===== src/rtl/ibex_fetch_pkg.sv =====
// Shared types and helpers for the instruction fetch FIFO.
package ibex_fetch_pkg;

   localparam int unsigned FETCH_NUM_REQS   = 2;
   localparam int unsigned FETCH_FIFO_DEPTH = FETCH_NUM_REQS + 1;

   // One stored bus word with its fetch error flag.
   typedef struct packed {
      logic [31:0] rdata;
      logic        err;
   } fetch_entry_t;

   // RVC instructions are identified by their two lowest bits not being 2'b11.
   function automatic logic is_compressed(logic [1:0] lo_bits);
      return lo_bits != 2'b11;
   endfunction

endpackage


===== src/rtl/ibex_fetch_align.sv =====
// Combinational instruction extraction from the two oldest FIFO words,
// selecting aligned or half-word-offset instructions by addr[1].
module ibex_fetch_align
   import ibex_fetch_pkg::*;
(
   input  logic        unaligned_i,
   input  logic        e0_valid_i,
   input  logic [31:0] e0_rdata_i,
   input  logic        e0_err_i,
   input  logic        e1_valid_i,
   input  logic [15:0] e1_rdata_lo_i,
   input  logic        e1_err_i,
   output logic [31:0] rdata_o,
   output logic        valid_o,
   output logic        err_o,
   output logic        err_plus2_o,
   output logic        compressed_o
);

   // Pick the instruction window and derive valid/error from the words it covers.
   always_comb begin
      rdata_o      = e0_rdata_i;
      valid_o      = e0_valid_i;
      err_o        = e0_err_i;
      err_plus2_o  = 1'b0;
      compressed_o = is_compressed(e0_rdata_i[1:0]);
      if (unaligned_i) begin
         compressed_o = is_compressed(e0_rdata_i[17:16]);
         rdata_o      = {e1_rdata_lo_i, e0_rdata_i[31:16]};
         // An erroring first word is presented alone so the core can redirect.
         valid_o      = e0_valid_i & (compressed_o | e1_valid_i | e0_err_i);
         err_o        = e0_err_i | (~compressed_o & e1_err_i);
         err_plus2_o  = ~e0_err_i & ~compressed_o & e1_err_i;
      end
   end

endmodule


===== src/rtl/ibex_fetch_fifo.sv =====
// Instruction fetch FIFO: buffers bus words and presents one 16-bit aligned
// instruction per handshake with its PC and error flags.
// Optional macro IBEX_FETCH_FIFO_BYPASS_EN: when defined, an incoming word is
// presented in the same cycle if the FIFO is empty.
module ibex_fetch_fifo
   import ibex_fetch_pkg::*;
#(
   parameter int unsigned NUM_REQS = FETCH_NUM_REQS
) (
   input  logic        clk_i,
   input  logic        rst_i,
   input  logic        clear_i,
   output logic        busy_o,
   input  logic        in_valid_i,
   input  logic [31:0] in_addr_i,
   input  logic [31:0] in_rdata_i,
   input  logic        in_err_i,
   output logic        out_valid_o,
   input  logic        out_ready_i,
   output logic [31:0] out_addr_o,
   output logic [31:0] out_rdata_o,
   output logic        out_err_o,
   output logic        out_err_plus2_o
);

   localparam int unsigned DEPTH = NUM_REQS + 1;

   logic [DEPTH-1:0]         valid_q, valid_d;
   fetch_entry_t [DEPTH-1:0] ent_q, ent_d;
   logic [31:0]              addr_q, addr_d;

   logic        bypass;
   logic        e0_valid;
   logic [31:0] e0_rdata;
   logic        e0_err;
   logic        compressed;
   logic        hs, pop, pop_stored, push;
   logic        placed, drop;

`ifdef IBEX_FETCH_FIFO_BYPASS_EN
   assign bypass = in_valid_i & ~valid_q[0] & ~clear_i;
`else
   assign bypass = 1'b0;
`endif

   assign e0_valid = bypass | valid_q[0];
   assign e0_rdata = bypass ? in_rdata_i : ent_q[0].rdata;
   assign e0_err   = bypass ? in_err_i   : ent_q[0].err;

   ibex_fetch_align u_align (
      .unaligned_i   (addr_q[1]),
      .e0_valid_i    (e0_valid),
      .e0_rdata_i    (e0_rdata),
      .e0_err_i      (e0_err),
      .e1_valid_i    (valid_q[1]),
      .e1_rdata_lo_i (ent_q[1].rdata[15:0]),
      .e1_err_i      (ent_q[1].err),
      .rdata_o       (out_rdata_o),
      .valid_o       (out_valid_o),
      .err_o         (out_err_o),
      .err_plus2_o   (out_err_plus2_o),
      .compressed_o  (compressed)
   );

   // An aligned compressed instruction only consumes the low half of e0.
   assign hs         = out_valid_o & out_ready_i;
   assign pop        = hs & ~(~addr_q[1] & compressed);
   assign pop_stored = pop & ~bypass;
   assign push       = in_valid_i & ~clear_i & ~(bypass & pop);

   assign busy_o     = valid_q[DEPTH-2];
   assign out_addr_o = addr_q;

   // Entry storage next state: shift on pop, then fill the lowest free slot.
   always_comb begin
      valid_d = valid_q;
      ent_d   = ent_q;
      placed  = 1'b0;
      drop    = 1'b0;
      if (pop_stored) begin
         for (int i = 0; i < DEPTH - 1; i++) begin
            valid_d[i] = valid_q[i+1];
            ent_d[i]   = ent_q[i+1];
         end
         valid_d[DEPTH-1] = 1'b0;
      end
      if (push) begin
         for (int i = 0; i < DEPTH; i++) begin
            if (!placed && !valid_d[i]) begin
               valid_d[i]     = 1'b1;
               ent_d[i].rdata = in_rdata_i;
               ent_d[i].err   = in_err_i;
               placed         = 1'b1;
            end
         end
         drop = ~placed;
      end
      if (clear_i) valid_d = '0;
   end

   // Fetch PC: reload on clear, otherwise advance by the consumed size.
   always_comb begin
      addr_d = addr_q;
      if (clear_i)  addr_d = {in_addr_i[31:1], 1'b0};
      else if (hs)  addr_d = addr_q + (compressed ? 32'd2 : 32'd4);
   end

   // State registers; a push into a full FIFO with no pop is a protocol error.
   always_ff @(posedge clk_i or posedge rst_i) begin
      if (rst_i) begin
         valid_q <= '0;
         ent_q   <= '0;
         addr_q  <= '0;
      end else begin
         assert (!drop);
         valid_q <= valid_d;
         ent_q   <= ent_d;
         addr_q  <= addr_d;
      end
   end

endmodule


===== config.mk =====
export PLATFORM = sky130hd
export DESIGN_NAME = ibex_fetch_fifo
export DESIGN_NICKNAME = d
export VERILOG_FILES = /design/src/rtl/ibex_fetch_pkg.sv /design/src/rtl/ibex_fetch_align.sv /design/src/rtl/ibex_fetch_fifo.sv
export SDC_FILE = /design/constraint.sdc
export NUM_CORES = 1
export LEC_CHECK = 0
export CAP_MARGIN = 40
export CORE_ASPECT_RATIO = 1.25
export CORE_MARGIN = 3
export CORE_UTILIZATION = 26
export DETAILED_ROUTE_END_ITERATION = 8
export HOLD_SLACK_MARGIN = 0.1
export PLACE_DENSITY = 0.43
export SYNTH_ARGS = -nofsm -noshare
export SYNTH_HDL_FRONTEND = slang
export SYNTH_SLANG_ARGS = --single-unit

===== constraint.sdc =====
create_clock -name clk_i -period 9.46 [get_ports clk_i]
set_input_delay 0.946 -clock clk_i [delete_from_list [all_inputs] [get_ports clk_i]]
set_output_delay 0.946 -clock clk_i [all_outputs]
set_load 0.01 [all_outputs]

==> reports/results.ini, run 1 <==
[pwr]
seqPwrFrac_pct=41.2
intPower_w=0.00138
combPwrFrac_pct=23.5
p_sw_share_pct=28.8
cellLeakagePower_nw=3.60
max-vdd-ir-drop_uv=122
switching_power_w=0.000557
pwr-share-clk_pct=35.4
powerDensity_nw_per_um2=215

[layout]
drive_gt1_share_pct=16.5
layout_commonest_cell=clkdlybuf4s50_1
nFillCells=2459
n_antenna_cell=0
final_cell_mix=clkdlybuf4s50_1, dfrtp_1, nand2_1, mux2_2, o21ai_0
syn_to_final_growth_pct=35.3
layout.nets=807

[drt]
drtPass1Iterations=4
routed_wl_um=20200
drc=0
wire_per_inst_um=18.8
ant_nets=0
vias=5201
drt_iter0_drc=188
avgViaCountPerCell=4.83

[clock_network]
cts_max_path_buffers=2
hold_buffers=0
postCtsSetupRepairBufs=0
clkLatencyLatePin_ns=0.42
cts-root-buf=clkbuf_16
cts.sinks=133
htreeDepth=4
clkTransAtPathRegs_ns=0.06
cts_tree=built
ctsResizeCount=0
cts_buffers=17

[synthesis]
ys_ff_latch=133
synth_warnings=0
synth_edf_count=0
syn_inst=611
ys_types=44
async_flop_share_pct=100
syn_area_um2=6650
synth.avg_cell_area_um2=10.9
synth-simple-area-share_pct=14.3
synth_top_family_by_area=multiplexers
synth_compound_area_share_pct=11.6
synth_nets=684
synth_ff_type=dfrtp_1
yosys.area_share.adder_pct=0.677
synthXorXnorAreaFrac_pct=3.03
ys_seq_area_share_pct=50.0
synthMuxAreaShare_pct=17.1

[die]
die-area_um2=27600
design.core.area_um2=24800
num_rows=64
initial_core_util_pct=26.8
fp.dieH_um=185
num_io_pins=138
fp.dieW_um=149

[global_routing]
grt_max_degree=67
antenna_found_initial=3
grt_pass1_wl_um=31400
globalRouteMet2Util_pct=25.3
grt_pass1_vias=5374
globalRoute.totalOverflow=0
grt_usage_pct=14.7
use_met1_pct=17.9
busiest_layer=met2
grtUsageMet3_pct=4.58

[timing]
setup_violations=0
hold_violations=0
max_slew.worst_pin.slew_ns=0.844
slew_headroom_pct=43.0
fmax_mhz=280
min_period_over_period_pct=37.8
finalMaxSlewViolations=0
setup-tns-final_ns=0
fin_crit_ns=3.57
finalClockSkew_ns=0.00978
rsz0062_at_grt=false
holdWs_ns=0.498

[setup_path]
ff2ff_setup_slack_ns=5.89
cp_cell_sequence=buf_12 > and3_4 > a31oi_1 > ha_1 > a211oi_4 > buf_4 > xor2_1 > nor3_4 > buf_4 > mux2_2
worst_path_most_repeated_cell=buf_4
path_class=reg2reg
cp.required_ns=9.76
cp_max_fo=39
critPathArrivalTime_ns=3.87
critPathLaunchType=flip-flop
slowest_delay_ns=0.65
crit_slowest_cell=buf_4
end_kind=flip-flop

[placed_design]
dp_hpwl_um=13100
port_buffers=135
place_congestion=0.756

[status]
status=finished clean

[worst_hold_path]
worstHoldPathType=reg2reg

[run]
max_cap_viol_count=0

-- worst max-delay path, delay by kind of cell (launching register included) --
| family | cells | cell delay, ns |
|---|---|---|
| buffers and inverters | 3 | 1.37 |
| AND/OR/NAND/NOR | 2 | 0.44 |
| multiplexers | 1 | 0.40 |
| flip-flops | 1 | 0.39 |
| adder cells (fa/ha/maj) | 1 | 0.30 |
| AO/OA/AOI/OAI | 2 | 0.28 |
| XOR/XNOR | 1 | 0.21 |
-- Yosys cell counts, drive strengths merged (3+ instances only) --
cell type | count | area share [%]
mux2i | 36 | 5.4
or4 | 3 | 0.34
dfrtp | 133 | 50
a221o | 33 | 5.0
nor2 | 14 | 0.79
xnor2 | 16 | 2.1
nand2 | 69 | 3.9
buf | 16 | 1.3
or3 | 6 | 0.56
nor4 | 9 | 0.85
nor3 | 8 | 0.68
and3 | 9 | 0.92
clkbuf | 27 | 1.5
o21ai | 60 | 4.5
nand3 | 11 | 0.83
inv | 6 | 0.34
xor2 | 7 | 0.92
mux2 | 69 | 12
nand4 | 7 | 0.66
nor2b | 36 | 3.4
nor4b | 3 | 0.40
a211oi | 4 | 0.53
a31oi | 8 | 0.75
-- worst paths after layout --
check	startpoint	end	cells past startpoint
max	out_addr_o[1]$_DFFE_PP0N_	ent_q[83]$_DFFE_PP0P_	10
min reg2reg	ent_q[96]$_DFFE_PP0P_	ent_q[63]$_DFF_PP0_	1
min	ent_q[96]$_DFFE_PP0P_	ent_q[63]$_DFF_PP0_	1
max in group asynchronous	rst_i	ent_q[92]$_DFFE_PP0P_	4
max reg2reg	out_addr_o[1]$_DFFE_PP0N_	ent_q[83]$_DFFE_PP0P_	10
min in group asynchronous	rst_i	e0_rdata[3]$_DFF_PP0_	2
-- cell families (layout without fill, tap and decap cells) --
family	count (synthesis)	count (layout)
muxes	105	105
adders and majority gates	3	3
xor gates and xnor gates	23	23
and+or+nand+nor	184	184
buffers and inverters	49	185
DFF	133	133
other	1	1
AOI/OAI and AO/OA	113	113
-- through the flow --
stage          power (W)  cells  instance area, um2  worst slack, ns  util (%)
6_report         0.00193   1077                9000             5.89      36.3
5_1_grt          0.00204   1077                9000             5.67      36.3
4_1_cts          0.00196   1077                9000             5.84      36.3
3_5_place_dp     0.00127   1045                8400             5.53      33.8
3_3_place_gp     0.00124   1042                8340             5.42      33.6
2_1_floorplan    0.00103    611                6650             4.96         -
-- sequential cells by signal, indices dropped and copies added (netlist names) --
name        cells
e0_err          1
e0_rdata       32
ent_q          66
out_addr_o     31
valid_q         3
-- power groups by stage --
stage	sequential, W	combinational [W]	clock (W)
global route	0.000814	0.000494	0.000730
global placement	0.000805	0.000440	0
detailed placement	0.000806	0.000459	0
floorplan	0.000772	0.000257	0
finish	0.000796	0.000454	0.000684
CTS	0.000797	0.000462	0.000705
-- per-layer routing --
layer  part of all wire (%)  wire, um
met5                   0.20        41
met4                    1.2       251
met3                    6.2      1250
met2                     49      9980
met1                     43      8700
-- cell type report --
| class | instances | area, um2 | share of cell area [%] |
|---|---|---|---|
| clock buffer | 17 | 425 | 4.72 |
| clock inverter | 15 | 179 | 1.99 |
| inverter | 6 | 27.5 | 0.306 |
| sequential | 133 | 3330 | 37.0 |
| tap | 330 | 413 | 4.59 |
| multi-input combinational | 429 | 3160 | 35.1 |
| timing repair buffer | 147 | 1470 | 16.3 |
No activity file was read; power rests on OpenSTA's default activity.
==> run 2, diff against run 1 <==
- PLACE_DENSITY: 0.43 -> 0.45
- clock period: 9.46 -> 3.05 ns (I/O delays scaled with it)
==> run 2 against run 1 <==
  * Sequential cell count unchanged
  * Worst hold slack worse by 0.25 ns
  * Via count grew 0.35%
  * Clock power rose to 3.0 times the previous value
  * Critical path type unchanged
  * Largest cell class unchanged
  * Largest power group unchanged
  * Highest routed layer is now met4
==> reports/results.ini, run 2 (synthesis gave the netlist of run 1 again) <==
[placed_design]
place_congestion=0.758
dp_hpwl_um=13600
postPlaceCellArea_um2=8500
port_buffers=135
post-place-ws_ns=0.296

[die]
fp.dieH_um=185
fp.dieW_um=149
initial_core_util_pct=26.8
num_rows=64
die-area_um2=27600
num_io_pins=138
design.core.area_um2=24800

[pwr]
total_power_w=0.00596
cellLeakagePower_nw=3.63
max-vdd-ir-drop_uv=385
powerDensity_nw_per_um2=655

[layout]
regArea_um2=3330
layout.nets=815
layout_commonest_cell=clkdlybuf4s50_1
final_cell_mix=clkdlybuf4s50_1, dfrtp_1, nand2_1, mux2_2, o21ai_0
syn_to_final_growth_pct=36.7
drive_gt1_share_pct=17.2
multiInputGateArea_um2=3160
largest_reg_flops=66
regMostFlops=ent_q
nFillCells=2489
post-route-cell-area_um2=9100

[global_routing]
grt_pass1_wl_um=31400
grt_pass1_vias=5386
globalRoute.totalOverflow=0
grt_usage_pct=14.7
antenna_found_initial=0
grt_max_degree=67

[clock_network]
cts-root-buf=clkbuf_16
hold_buffers=0
ctsResizeCount=0
htreeDepth=4
clkLatencyLatePin_ns=0.42
cts_buffers=17
cts_max_path_buffers=2
cts_tree=built
cts.sinks=133
postCtsSetupRepairBufs=0
clkTransAtPathRegs_ns=0.06

[timing]
rsz0062_at_grt=false
min_period_over_period_pct=90.4
finalClockSkew_ns=0.00954
finalMaxSlewViolations=0
hold_violations=0
setup_violations=0
finalWorstSetupSlack_ns=0.293
max_slew.worst_pin.slew_ns=0.673
holdWs_ns=0.249
fmax_mhz=363
slew_headroom_pct=55.1
fin_crit_ns=2.76
setup-tns-final_ns=0

[setup_path]
reg2reg_to=out_addr_o[26]$_DFFE_PP0N_
critPathLaunchType=flip-flop
critPathArrivalTime_ns=3.10
path_class=reg2reg
reg2reg_depth=8
end_kind=flip-flop
cp.required_ns=3.39
cp_max_fo=7
ff2ff_setup_slack_ns=0.29
r2r_start=e0_rdata[17]$_DFF_PP0_

[drt]
drc=0
wire_per_inst_um=18.5
ant_nets=0
drtPass1Iterations=4
routed_wl_um=20100
drt_iter0_drc=227
vias=5219
avgViaCountPerCell=4.81

[run]
max_cap_viol_count=0

[worst_hold_path]
worstHoldPathType=in2async

[status]
status=finished clean

[run 2: cell count changes in the layout (fill, tap and decap cells not counted), moves of 2 or more]
cell        before  now
inv_6            5    7
buf_12           1    6
clkinvlp_4       1    5
buf_4           10   14
clkinv_2         4    0
[run 2: worst max-delay path by stage]
stage	from	endpoint	slack [ns]	depth (start not counted)
final	e0_rdata[17]$_DFF_PP0_	out_addr_o[26]$_DFFE_PP0N_	0.29	8
after global routing	e0_rdata[17]$_DFF_PP0_	out_addr_o[26]$_DFFE_PP0N_	0.15	8
after CTS	e0_rdata[17]$_DFF_PP0_	out_addr_o[26]$_DFFE_PP0N_	0.29	8
after detailed placement	e0_rdata[17]$_DFF_PP0_	out_addr_o[26]$_DFFE_PP0N_	0.30	8
after global placement	e0_rdata[17]$_DFF_PP0_	out_addr_o[26]$_DFFE_PP0N_	0.34	8
after floorplan	out_addr_o[1]$_DFFE_PP0N_	out_addr_o[26]$_DFFE_PP0N_	0.09	11
[run 2: critical path: stages (launching register included)]
cell     delay (ns)
dfrtp_1        0.46
and3_4         0.24
a31oi_1        0.30
inv_1          0.09
ha_1           0.28
a31oi_1        0.10
or4_1          0.65
or3_1          0.40
a31oi_1        0.16
[run 2: power by group]
part | internal, W | leakage, nW | switching (W) | total (W)
Combinational | 0.000830 | 1.67 | 0.000588 | 0.00142
Clock | 0.00122 | 0.278 | 0.000858 | 0.00208
Sequential | 0.00216 | 1.68 | 0.000303 | 0.00246
[run 2: area by class of cell]
class	instances	share of cell area (%)
Sequential cell	133	36.6
Multi-Input combinational cell	429	34.7
Timing Repair Buffer	155	17.3
Clock buffer	17	4.68
Tap cell	330	4.54
Clock inverter	15	1.86
Inverter	6	0.289
Antenna cell	1	0.0275
[run 2: per-layer routing]
| layer | share of wire, % | track usage [%] | up-vias |
|---|---|---|---|
| li1 | - | - | 2470 |
| met1 | 43 | 18.7 | 2583 |
| met2 | 50 | 25.2 | 153 |
| met3 | 5.6 | 3.99 | 13 |
| met4 | 0.78 | 2.89 | 0 |
| met5 | 0 | 0 | - |
[run 2: through the flow]
| step | std cells | utilization, % |
|---|---|---|
| detailed placement | 1053 | 34.2 |
| finish | 1086 | 36.6 |
| floorplan | 611 | - |
| CTS | 1085 | 36.6 |
| global route | 1085 | 36.6 |
| global placement | 1052 | 34.2 |
==> run 3, diff against run 2 <==
- DONT_BUFFER_PORTS: unset -> 1
- PLACE_DENSITY: 0.45 -> 0.38
==> run 3 against run 2 <==
  * Final cell count down 6.0%
  * Critical endpoint unchanged
  * Combinational power down 23%
  * Highest routed layer unchanged
  * Routed wire length up 3.4%
  * Sequential power about the same
  * Clock skew up 0.0031 ns
  * Worst hold slack worse by 0.12 ns
  * Largest power group unchanged
  * Utilization down 2.3 points
  * Global-route usage up 0.64 points
  * Total power down 0.77%
  * First-iteration DRC count up 4.0%
  * Sequential cell count unchanged
  * Register-to-register slack better by 0.09 ns
==> reports/results.ini, run 3 (synthesis gave the netlist of run 1 again) <==
[die]
num_rows=64
die-area_um2=27600
fp.dieH_um=185
design.core.area_um2=24800
initial_core_util_pct=26.8
fp.dieW_um=149
num_io_pins=138

[clock_network]
clkLatencyLatePin_ns=0.42
cts-root-buf=clkbuf_16
cts_tree=built
postCtsSetupRepairBufs=0
cts.sinks=133
cts_buffers=17
htreeDepth=4
cts_max_path_buffers=2
clkTransAtPathRegs_ns=0.06

[layout]
final_cell_mix=dfrtp_1, nand2_1, mux2_2
largest_reg_flops=66
regMostFlops=ent_q
drive_gt1_share_pct=19.2
utilization_pct=34.3
syn_to_final_growth_pct=28.0
layout_commonest_cell=dfrtp_1
layout.nets=748

[timing]
min_period_over_period_pct=87.4
fmax_mhz=375
finalClockSkew_ns=0.0127
slew_headroom_pct=37.5
fin_crit_ns=2.67
hold_violations=0
finalWorstSetupSlack_ns=0.383
setup_violations=0
max_slew.worst_pin.slew_ns=0.930
finalMaxSlewViolations=0
setup-tns-final_ns=0
rsz0062_at_grt=false

[pwr]
p_sw_share_pct=29.1
pwr-share-clk_pct=39.5
combPwrFrac_pct=18.6
seqPwrFrac_pct=41.9
switching_power_w=0.00172
intPower_w=0.00419
cellLeakagePower_nw=3.44
max-vdd-ir-drop_uv=403
powerDensity_nw_per_um2=694

[placed_design]
port_buffers=0
dp_hpwl_um=13200
place_congestion=0.761
post-place-ws_ns=0.361

[status]
status=finished clean

[setup_path]
end_kind=flip-flop
critPathArrivalTime_ns=3.00
critPathLaunchType=flip-flop
path_class=reg2reg
cp_max_fo=7
cp.required_ns=3.39

[drt]
wire_per_inst_um=20.4
drc=0
routed_wl_um=20800
drtPass1Iterations=6
vias=5043
avgViaCountPerCell=4.94
ant_nets=0
drt_iter0_drc=236

[global_routing]
grt_usage_pct=15.3
globalRoute.totalOverflow=0
grt_pass1_wl_um=32400
antenna_found_initial=2
grt_max_degree=67
grt_pass1_vias=5510

[worst_hold_path]
worstHoldPathType=in2reg

[run]
max_cap_viol_count=0

[run 3: cell count changes in the layout (fill, tap and decap cells not counted), sizes merged]
cell           previous run  this run
clkinvlp                  5         3
diode                     1         3
clkinv                    2         1
dlygate4sd3               0        66
buf                      21        22
bufinv                    2         5
clkdlybuf4s50           134         0
[run 3: per-layer routing]
layer	share of wire, %	up-vias	GRT usage (%)
met3	6.2	14	4.53
met2	52	135	27.2
met5	0	-	0
li1	-	2344	-
met4	1.1	0	4.98
met1	41	2550	17.6
[run 3: metrics by stage]
step / cell area (um2) / hold WS, ns / instances / total power [W]
after global routing: 8520 / 0.130 / 1021 / 0.00623
after CTS: 8510 / 0.106 / 1018 / 0.00600
after floorplan: 6660 / 0.422 / 611 / 0.00319
final: 8520 / 0.126 / 1021 / 0.00591
after detailed placement: 7160 / 0.194 / 919 / 0.00354
after global placement: 7140 / 0.379 / 918 / 0.00349
[run 3: path summary, 6_finish.rpt]
check	startpoint	endpoint	slack (ns)	cells after the start
max	out_addr_o[1]$_DFFE_PP0N_	out_addr_o[26]$_DFFE_PP0N_	0.38	8
min	in_rdata_i[6]	ent_q[40]$_DFF_PP0_	0.13	2
max reg2reg	out_addr_o[1]$_DFFE_PP0N_	out_addr_o[26]$_DFFE_PP0N_	0.38	8
min reg2reg	ent_q[85]$_DFFE_PP0P_	ent_q[52]$_DFF_PP0_	0.50	1
max in group asynchronous	rst_i	ent_q[41]$_DFF_PP0_	2.02	4
min in group asynchronous	rst_i	ent_q[37]$_DFF_PP0_	0.36	2
[run 3: power by group through the flow]
stage	Sequential (W)	Combinational [W]	Clock (W)
finish	0.00248	0.00110	0.00234
global route	0.00254	0.00121	0.00248
CTS	0.00248	0.00112	0.00240
detailed placement	0.00251	0.00103	0
global placement	0.00250	0.000994	0
floorplan	0.00240	0.000798	0
[run 3: layout make-up]
cell class,count,area [um2]
clock inverter,15,240
sequential,133,3330
antenna,3,7.51
multi-input combinational,429,3160
clock buffer,17,425
fill,2518,16300
tap,330,413
timing repair buffer,88,913
inverter,6,26.3
[run 3: worst max-delay path, stage by stage (launching register included)]
cell,delay (ns)
dfrtp_2,0.42
and3_4,0.19
a31oi_1,0.31
inv_1,0.09
ha_1,0.28
a31oi_1,0.10
or4_1,0.64
or3_1,0.40
a31oi_1,0.16
[run 3: repair_timing]
| item | CTS | global route |
|---|---|---|
| resized for setup | 0 | 0 |
| hold buffers | 67 | 0 |
| setup endpoints to repair | 0 | 0 |
| hold endpoints to repair | 178 | 0 |
